$ cat src/rtl/lifn_pkg.sv
// Shared types and arithmetic for the time-multiplexed LIF neuron scheduler.
// Scheduler FSM encoding, datapath widths and the saturating membrane update.
package lifn_pkg;

    localparam int STATE_W = 8;
    localparam int CUR_W   = 8;

    typedef enum logic [1:0] {
        IDLE   = 2'd0,
        FETCH  = 2'd1,
        COMMIT = 2'd2,
        DONE   = 2'd3
    } fsm_state_t;

    // Leak (or reset on spike), add the input current, clamp at full scale instead of wrapping.
    function automatic logic [STATE_W-1:0] sat_update(
        input logic [STATE_W-1:0] s,
        input logic [CUR_W-1:0]   c,
        input logic               spike,
        input int unsigned        leak_shift
    );
        logic [STATE_W-1:0] base;
        logic [STATE_W:0]   sum;
        base = spike ? '0 : s - (s >> leak_shift);
        sum  = {1'b0, base} + {1'b0, c};
        return sum[STATE_W] ? '1 : sum[STATE_W-1:0];
    endfunction

endpackage

$ cat src/rtl/lifn_update.sv
// Combinational LIF neuron update: old state, current and threshold in,
// next state and spike flag out.
module lifn_update
    import lifn_pkg::*;
#(
    parameter int LEAK_SHIFT = 1
) (
    input  logic [STATE_W-1:0] s,
    input  logic [CUR_W-1:0]   c,
    input  logic [STATE_W-1:0] thr,
    output logic [STATE_W-1:0] next_s,
    output logic               spike
);

    always_comb begin
        spike  = (s >= thr);
        next_s = sat_update(s, c, spike, LEAK_SHIFT);
    end

endmodule

$ cat src/rtl/lifn_scheduler.sv
// Sweeps one shared LIF update datapath over NUM_NEURONS virtual neurons, two cycles each.
// Optional per-neuron refractory counters are enabled by defining LIFN_REFRACTORY_EN.
module lifn_scheduler
    import lifn_pkg::*;
#(
    parameter int NUM_NEURONS  = 4,
    parameter int ADDR_W       = 2,
    parameter int LEAK_SHIFT   = 1,
    parameter int REFRAC_STEPS = 2
) (
    input  logic                   clk,
    input  logic                   rst,
    input  logic                   step_start,
    input  logic [STATE_W-1:0]     threshold,
    input  logic                   cur_we,
    input  logic [ADDR_W-1:0]      cur_addr,
    input  logic [CUR_W-1:0]       cur_data,
    input  logic [ADDR_W-1:0]      mon_addr,
    output logic [STATE_W-1:0]     mon_state,
    output logic                   busy,
    output logic                   done,
    output logic [NUM_NEURONS-1:0] spike_vec
);

    fsm_state_t               st;
    logic [ADDR_W-1:0]        idx;
    logic [STATE_W-1:0]       thr_q;
    logic [STATE_W-1:0]       state_mem [NUM_NEURONS];
    logic [CUR_W-1:0]         cur_mem   [NUM_NEURONS];
    logic [NUM_NEURONS-1:0]   pending;
    logic [NUM_NEURONS-1:0]   pending_nxt;
    logic [STATE_W-1:0]       s_p0;
    logic [CUR_W-1:0]         c_p0;
    logic [STATE_W-1:0]       upd_next;
    logic                     upd_spike;
    logic [STATE_W-1:0]       commit_next;
    logic                     commit_spike;

`ifdef LIFN_REFRACTORY_EN
    localparam int RC_W = ($clog2(REFRAC_STEPS + 1) < 1) ? 1 : $clog2(REFRAC_STEPS + 1);
    logic [RC_W-1:0]          rcnt [NUM_NEURONS];
    logic                     refrac_p0;
`endif

    lifn_update #(
        .LEAK_SHIFT(LEAK_SHIFT)
    ) u_update (
        .s      (s_p0),
        .c      (c_p0),
        .thr    (thr_q),
        .next_s (upd_next),
        .spike  (upd_spike)
    );

    // A refractory neuron is held at zero and cannot report a spike.
    always_comb begin
`ifdef LIFN_REFRACTORY_EN
        commit_next  = refrac_p0 ? '0 : upd_next;
        commit_spike = refrac_p0 ? 1'b0 : upd_spike;
`else
        commit_next  = upd_next;
        commit_spike = upd_spike;
`endif
        pending_nxt      = pending;
        pending_nxt[idx] = commit_spike;
    end

    assign mon_state = state_mem[mon_addr];

    always_ff @(posedge clk) begin
        if (rst) begin
            st        <= IDLE;
            idx       <= '0;
            thr_q     <= '0;
            busy      <= 1'b0;
            done      <= 1'b0;
            spike_vec <= '0;
            pending   <= '0;
            s_p0      <= '0;
            c_p0      <= '0;
            for (int i = 0; i < NUM_NEURONS; i++) begin
                state_mem[i] <= '0;
                cur_mem[i]   <= '0;
`ifdef LIFN_REFRACTORY_EN
                rcnt[i]      <= '0;
`endif
            end
`ifdef LIFN_REFRACTORY_EN
            refrac_p0 <= 1'b0;
`endif
        end else begin
            done <= 1'b0;
            if (cur_we)
                cur_mem[cur_addr] <= cur_data;
            case (st)
                IDLE: begin
                    if (step_start) begin
                        st      <= FETCH;
                        idx     <= '0;
                        thr_q   <= threshold;
                        pending <= '0;
                        busy    <= 1'b1;
                    end
                end
                // FETCH/COMMIT boundary: old state and current captured for the update.
                FETCH: begin
                    s_p0 <= state_mem[idx];
                    c_p0 <= cur_mem[idx];
`ifdef LIFN_REFRACTORY_EN
                    refrac_p0 <= (rcnt[idx] != '0);
`endif
                    st   <= COMMIT;
                end
                COMMIT: begin
                    state_mem[idx] <= commit_next;
                    pending        <= pending_nxt;
`ifdef LIFN_REFRACTORY_EN
                    if (refrac_p0)
                        rcnt[idx] <= rcnt[idx] - 1'b1;
                    else if (upd_spike)
                        rcnt[idx] <= RC_W'(REFRAC_STEPS);
`endif
                    if (idx == ADDR_W'(NUM_NEURONS - 1)) begin
                        st        <= DONE;
                        busy      <= 1'b0;
                        done      <= 1'b1;
                        spike_vec <= pending_nxt;
                    end else begin
                        idx <= idx + 1'b1;
                        st  <= FETCH;
                    end
                end
                DONE: begin
                    st <= IDLE;
                end
                default: begin
                    st <= IDLE;
                end
            endcase
        end
    end

endmodule

$ cat config.mk
export PLATFORM = sky130hd
export DESIGN_NAME = lifn_scheduler
export DESIGN_NICKNAME = d
export VERILOG_FILES = /design/src/rtl/lifn_pkg.sv /design/src/rtl/lifn_update.sv /design/src/rtl/lifn_scheduler.sv
export SDC_FILE = /design/constraint.sdc
export NUM_CORES = 1
export LEC_CHECK = 0
export ABC_AREA = 1
export BUFFER_PORTS_ARGS = -buffer_cell sky130_fd_sc_hd__buf_2
export CAP_MARGIN = 20
export CORE_ASPECT_RATIO = 0.8
export CORE_UTILIZATION = 30
export CTS_BUF_LIST = sky130_fd_sc_hd__clkbuf_8
export CTS_CLUSTER_DIAMETER = 100
export DETAILED_ROUTE_END_ITERATION = 7
export GPL_ROUTABILITY_DRIVEN = 1
export SYNTH_ARGS = -nofsm -noshare
export SYNTH_HDL_FRONTEND = slang
export SYNTH_HIERARCHICAL = 1
export SYNTH_SLANG_ARGS = --single-unit
$ cat constraint.sdc
create_clock -name clk -period 3.2 [get_ports clk]
set_input_delay 0.16 -clock clk [delete_from_list [all_inputs] [get_ports clk]]
set_output_delay 0.16 -clock clk [all_outputs]
set_load 0.02 [all_outputs]
==> impl.org <==
** Flow run
- Count of max-cap constraint violations :: 0

** Timing
- Setup total negative slack :: 0 ps
- Worst relative slew slack :: 41.3%
- F_max :: 342 MHz
- The clock period could shrink to 2930 ps.
- The final hold violation count came to 0.
- Count of pins over their slew limit :: 0
- At the pin with the least slew margin, the transition time is 879 ps.
- Fin crit share :: 91.4%
- Setup repair after global routing left no endpoint under its margin.
- Final Setup Violations :: 0
- Layout Skew :: 7.05 ps

** Routing
- The pre-antenna-repair detailed-routing pass consisted of 5 iterations.
- Mean number of vias per cell :: about 4.5
- The detailed router finished its first iteration with 372 violations.
- The detailed router placed 4771 vias in this run.
- Remaining routing DRC violations :: 0
- Total wire length :: 13600 um
- Once detail routing completed, the nets flagged for antenna violations numbered 0.
- Average wire per standard cell :: ~13 um

** Synth
- Counting every net in the synthesized netlist gives 817.
- Fraction of the yosys area taken by sequential cells :: 46.0%
- Counting every instance in the synthesized netlist gives between 700 and 800.
- Flop and latch count out of synthesis :: 101
- Of the total synthesized cell area, the portion taken by XOR and XNOR cells is 0.756%.
- Main combinational cell family by area after synthesis :: simple AND/OR/NAND/NOR gates
- Total of warnings raised by yosys :: 6
- Post-Synthesis Cell Area :: 5790 um^2
- Basic-gate share of the synthesized area counting and, or, nand and nor cells :: 29.8%
- Synthesized-area fraction occupied by ao, oa, aoi and oai cells :: 5.33%
- Mean cell area of the mapped netlist :: 7.58 um^2
- Portion of netlist area occupied by mux cells :: 0%
- Number of distinct standard cells referenced by the synthesized netlist :: 33
- Adder-cell share of the synthesized area :: 6.52%

** Setup path
- On the critical path, the stage with the largest delay is an instance of fa_1.
- Source of the worst register-to-register timing path :: s_p0[0]$_SDFFE_PP0N_
- Data arrives at the worst endpoint at roughly 3000 ps.
- Flop2flop setup slack :: 270 ps
- Destination of the worst register-to-register timing path :: state_mem[3][6]$_DFFE_PP_
- Ordered cell list for the critical path :: inv_1 -> ha_1 -> fa_1 -> inv_1 -> nand2_1 -> nand2_1 -> nand2_1 -> xor2_1 -> nor2_1 -> ha_1 -> nand2_1 -> inv_1 -> nand3_1 -> nor2_2 -> nor2_4 -> nand3_1 -> inv_1 -> nor2_1
- Along the worst path, the maximum fanout reaches 8.
- Largest stage delay on the critical path :: 420 ps
- CP Class :: flop to flop
- STA classifies the critical path endpoint as a flop.
- The worst setup path is launched from a flop.
- Crit path required time :: 3340 ps
- Critical path endpoint :: state_mem[3][6]$_DFFE_PP_
- The worst register-to-register path has a depth of 18.
- Critical path origin :: s_p0[0]$_SDFFE_PP0N_

** Clock network
- Worst-Skew Late Latency :: 380 ps
- After clock tree synthesis, the flow added hold-fix buffers numbering 0.
- The tree built by TritonCTS fans out to 101 sinks.
- The H-tree was split into 3 levels.
- Clock Root Buffer :: clkbuf_8
- Clock input transition at the sequential cells of the worst setup and hold paths :: 90 ps
- Number of buffers inserted during clock tree synthesis :: 9
- No sink is reached through more buffers than the 2 on the longest clock path.
- Clock tree from TritonCTS :: yes

** Floorplanning
- Measured along the y axis, the die boundary spans roughly 130 um.
- Placeable core region :: 18900 um^2
- 38 I/O pins were placed.
- Measured along the x axis, the die boundary spans 157 um.
- Starting Density :: 30.6%
- DIE AREA :: 19900 um^2
- Count of standard-cell rows :: 45

** Pwr
- For this design the ratio of total power to cell area is 505 nW/um^2.
- Tot Pwr :: 3.26 mW
- VDD IR-drop max :: 0.214 mV
- LEAKAGE :: 3.17 nW

** Layout
- Cells with a size suffix above 1 make up 9.99% of the layout.
- Commonest non-fill, non-tap cell in the layout :: nand2_1
- Commonest cells after routing, fill and taps aside :: 163 x nand2_1, 151 x nor2_1, 143 x inv_1
- P&R area growth vs syn :: 11.3%
- Cells fill 34.1% of the core in the end.
- # diodes :: 0
- For this run, the post-layout net count is 849.

** Placement
- The congestion estimate from routability-driven global placement came to 0.863.
- HPWL after DPL :: slightly above 9000 um
- Input/output buffers :: 37

** Status
- The run finished with clean final reports.

** Global route
- Global routing used 14.6% of the available tracks across all layers.
- The first global-routing pass estimated 22200 um of wire.
- The number of antenna violations at the first check in global routing is 0.
- Entering global routing, the biggest net connects 37 pins.
- The total overflow left after global routing is 0.
- Vias in the first global route :: 4510

** Worst hold path
- Along the worst hold path, the cell count comes to 3.
- Class of the most critical hold timing path :: input port to flop
[power by group]
| part | switching [mW] | internal (mW) | total (mW) |
|---|---|---|---|
| Clock | 0.456 | 0.438 | 0.893 |
| Combinational | 0.560 | 0.293 | 0.853 |
| Sequential | 0.0473 | 1.47 | 1.51 |
| Total | 1.06 | 2.20 | 3.26 |
[flip-flops by register name, indices dropped and copies added (netlist names), 2 cells and up]
signal	flops
idx	2
state_mem	32
c_p0	8
thr_q	8
spike_vec	4
cur_mem	32
s_p0	8
pending	3
st	2
[timing repair]
action	CTS	global route
endpoints found under the setup margin	0	32
buffers inserted	0	2
gates resized for setup	0	1
[worst max-delay path, delay by kind of cell, from the launching register on]
kind / cells / cell delay (ps)
xor gates and xnor gates: 1 / 140
buffers and inverters: 4 / 360
DFF: 1 / 340
adders and majority gates: 3 / 950
and+or+nand+nor: 10 / 900
[per-stage QoR]
stage                     setup slack (ps)  hold WS, ps  cells  cell area (um^2)
after global placement                 262          413   1041              6210
final                                  274         29.1   1059              6450
after global routing                  9.08         19.0   1059              6450
after floorplan                        611          324    764              5790
after CTS                              209         20.0   1057              6420
after detailed placement               234          425   1041              6210
[worst min-delay path by stage]
stage               slack, ps    startpoint                     to
detailed placement        420  threshold[4]  thr_q[4]$_SDFFE_PP0P_
finish                     30  threshold[4]  thr_q[4]$_SDFFE_PP0P_
global placement          410  threshold[0]  thr_q[0]$_SDFFE_PP0P_
global route               20  threshold[4]  thr_q[4]$_SDFFE_PP0P_
floorplan                 320  threshold[0]  thr_q[0]$_SDFFE_PP0P_
CTS                        20  threshold[4]  thr_q[4]$_SDFFE_PP0P_
[synth_stat cells]
cell	instances	area, um^2
ha_1	27	338
a21oi_1	13	65.1
or2_2	2	12.5
nand4_1	3	18.8
nand3b_1	5	37.5
fa_1	2	40.0
o21a_1	1	7.51
nand3_2	1	10.0
or2_1	2	12.5
buf_2	13	65.1
nor2_1	151	567
o31ai_1	1	7.51
edfxtp_1	64	1920
nand4_2	1	12.5
o21ai_1	2	10.0
nand2_2	4	25.0
nand2_1	163	612
nor2_2	2	12.5
o22ai_1	11	68.8
nor2_8	1	20.0
nand3_1	61	305
clkbuf_1	4	15.0
a21o_1	2	15.0
inv_2	4	15.0
xor2_1	5	43.8
buf_4	1	7.51
buf_6	3	33.8
inv_1	142	533
buf_1	2	7.51
dfxtp_1	37	741
nor2_4	3	33.8
nand2_4	4	45.0
o21ai_0	27	135
[routing by layer]
metal	vias up	track usage, %	share of wire [%]
li1	2439	-	-
met1	2202	19.1	48
met2	114	23.8	46
met3	16	3.59	4.9
met4	0	4.05	1.3
met5	-	0	0
[area by class of cell]
class                           count  area (um^2)
Fill cell                        2029        12500
Sequential cell                   101         2660
Multi-Input combinational cell    494         2460
Inverter                          146          548
Tap cell                          258          323
Timing Repair Buffer               44          238
Clock buffer                        9          124
Clock inverter                      7         90.1
[logic make-up (layout without fill, tap and decap cells)]
group                    after synthesis  after routing
XOR/XNOR                               5              5
AO/OA/AOI/OAI                         57             57
AND/OR/NAND/NOR                      403            403
adder cells (fa/ha/maj)               29             29
flip-flops                           101            101
buffers and inverters                169            206
No activity file was read; power rests on OpenSTA's default activity.
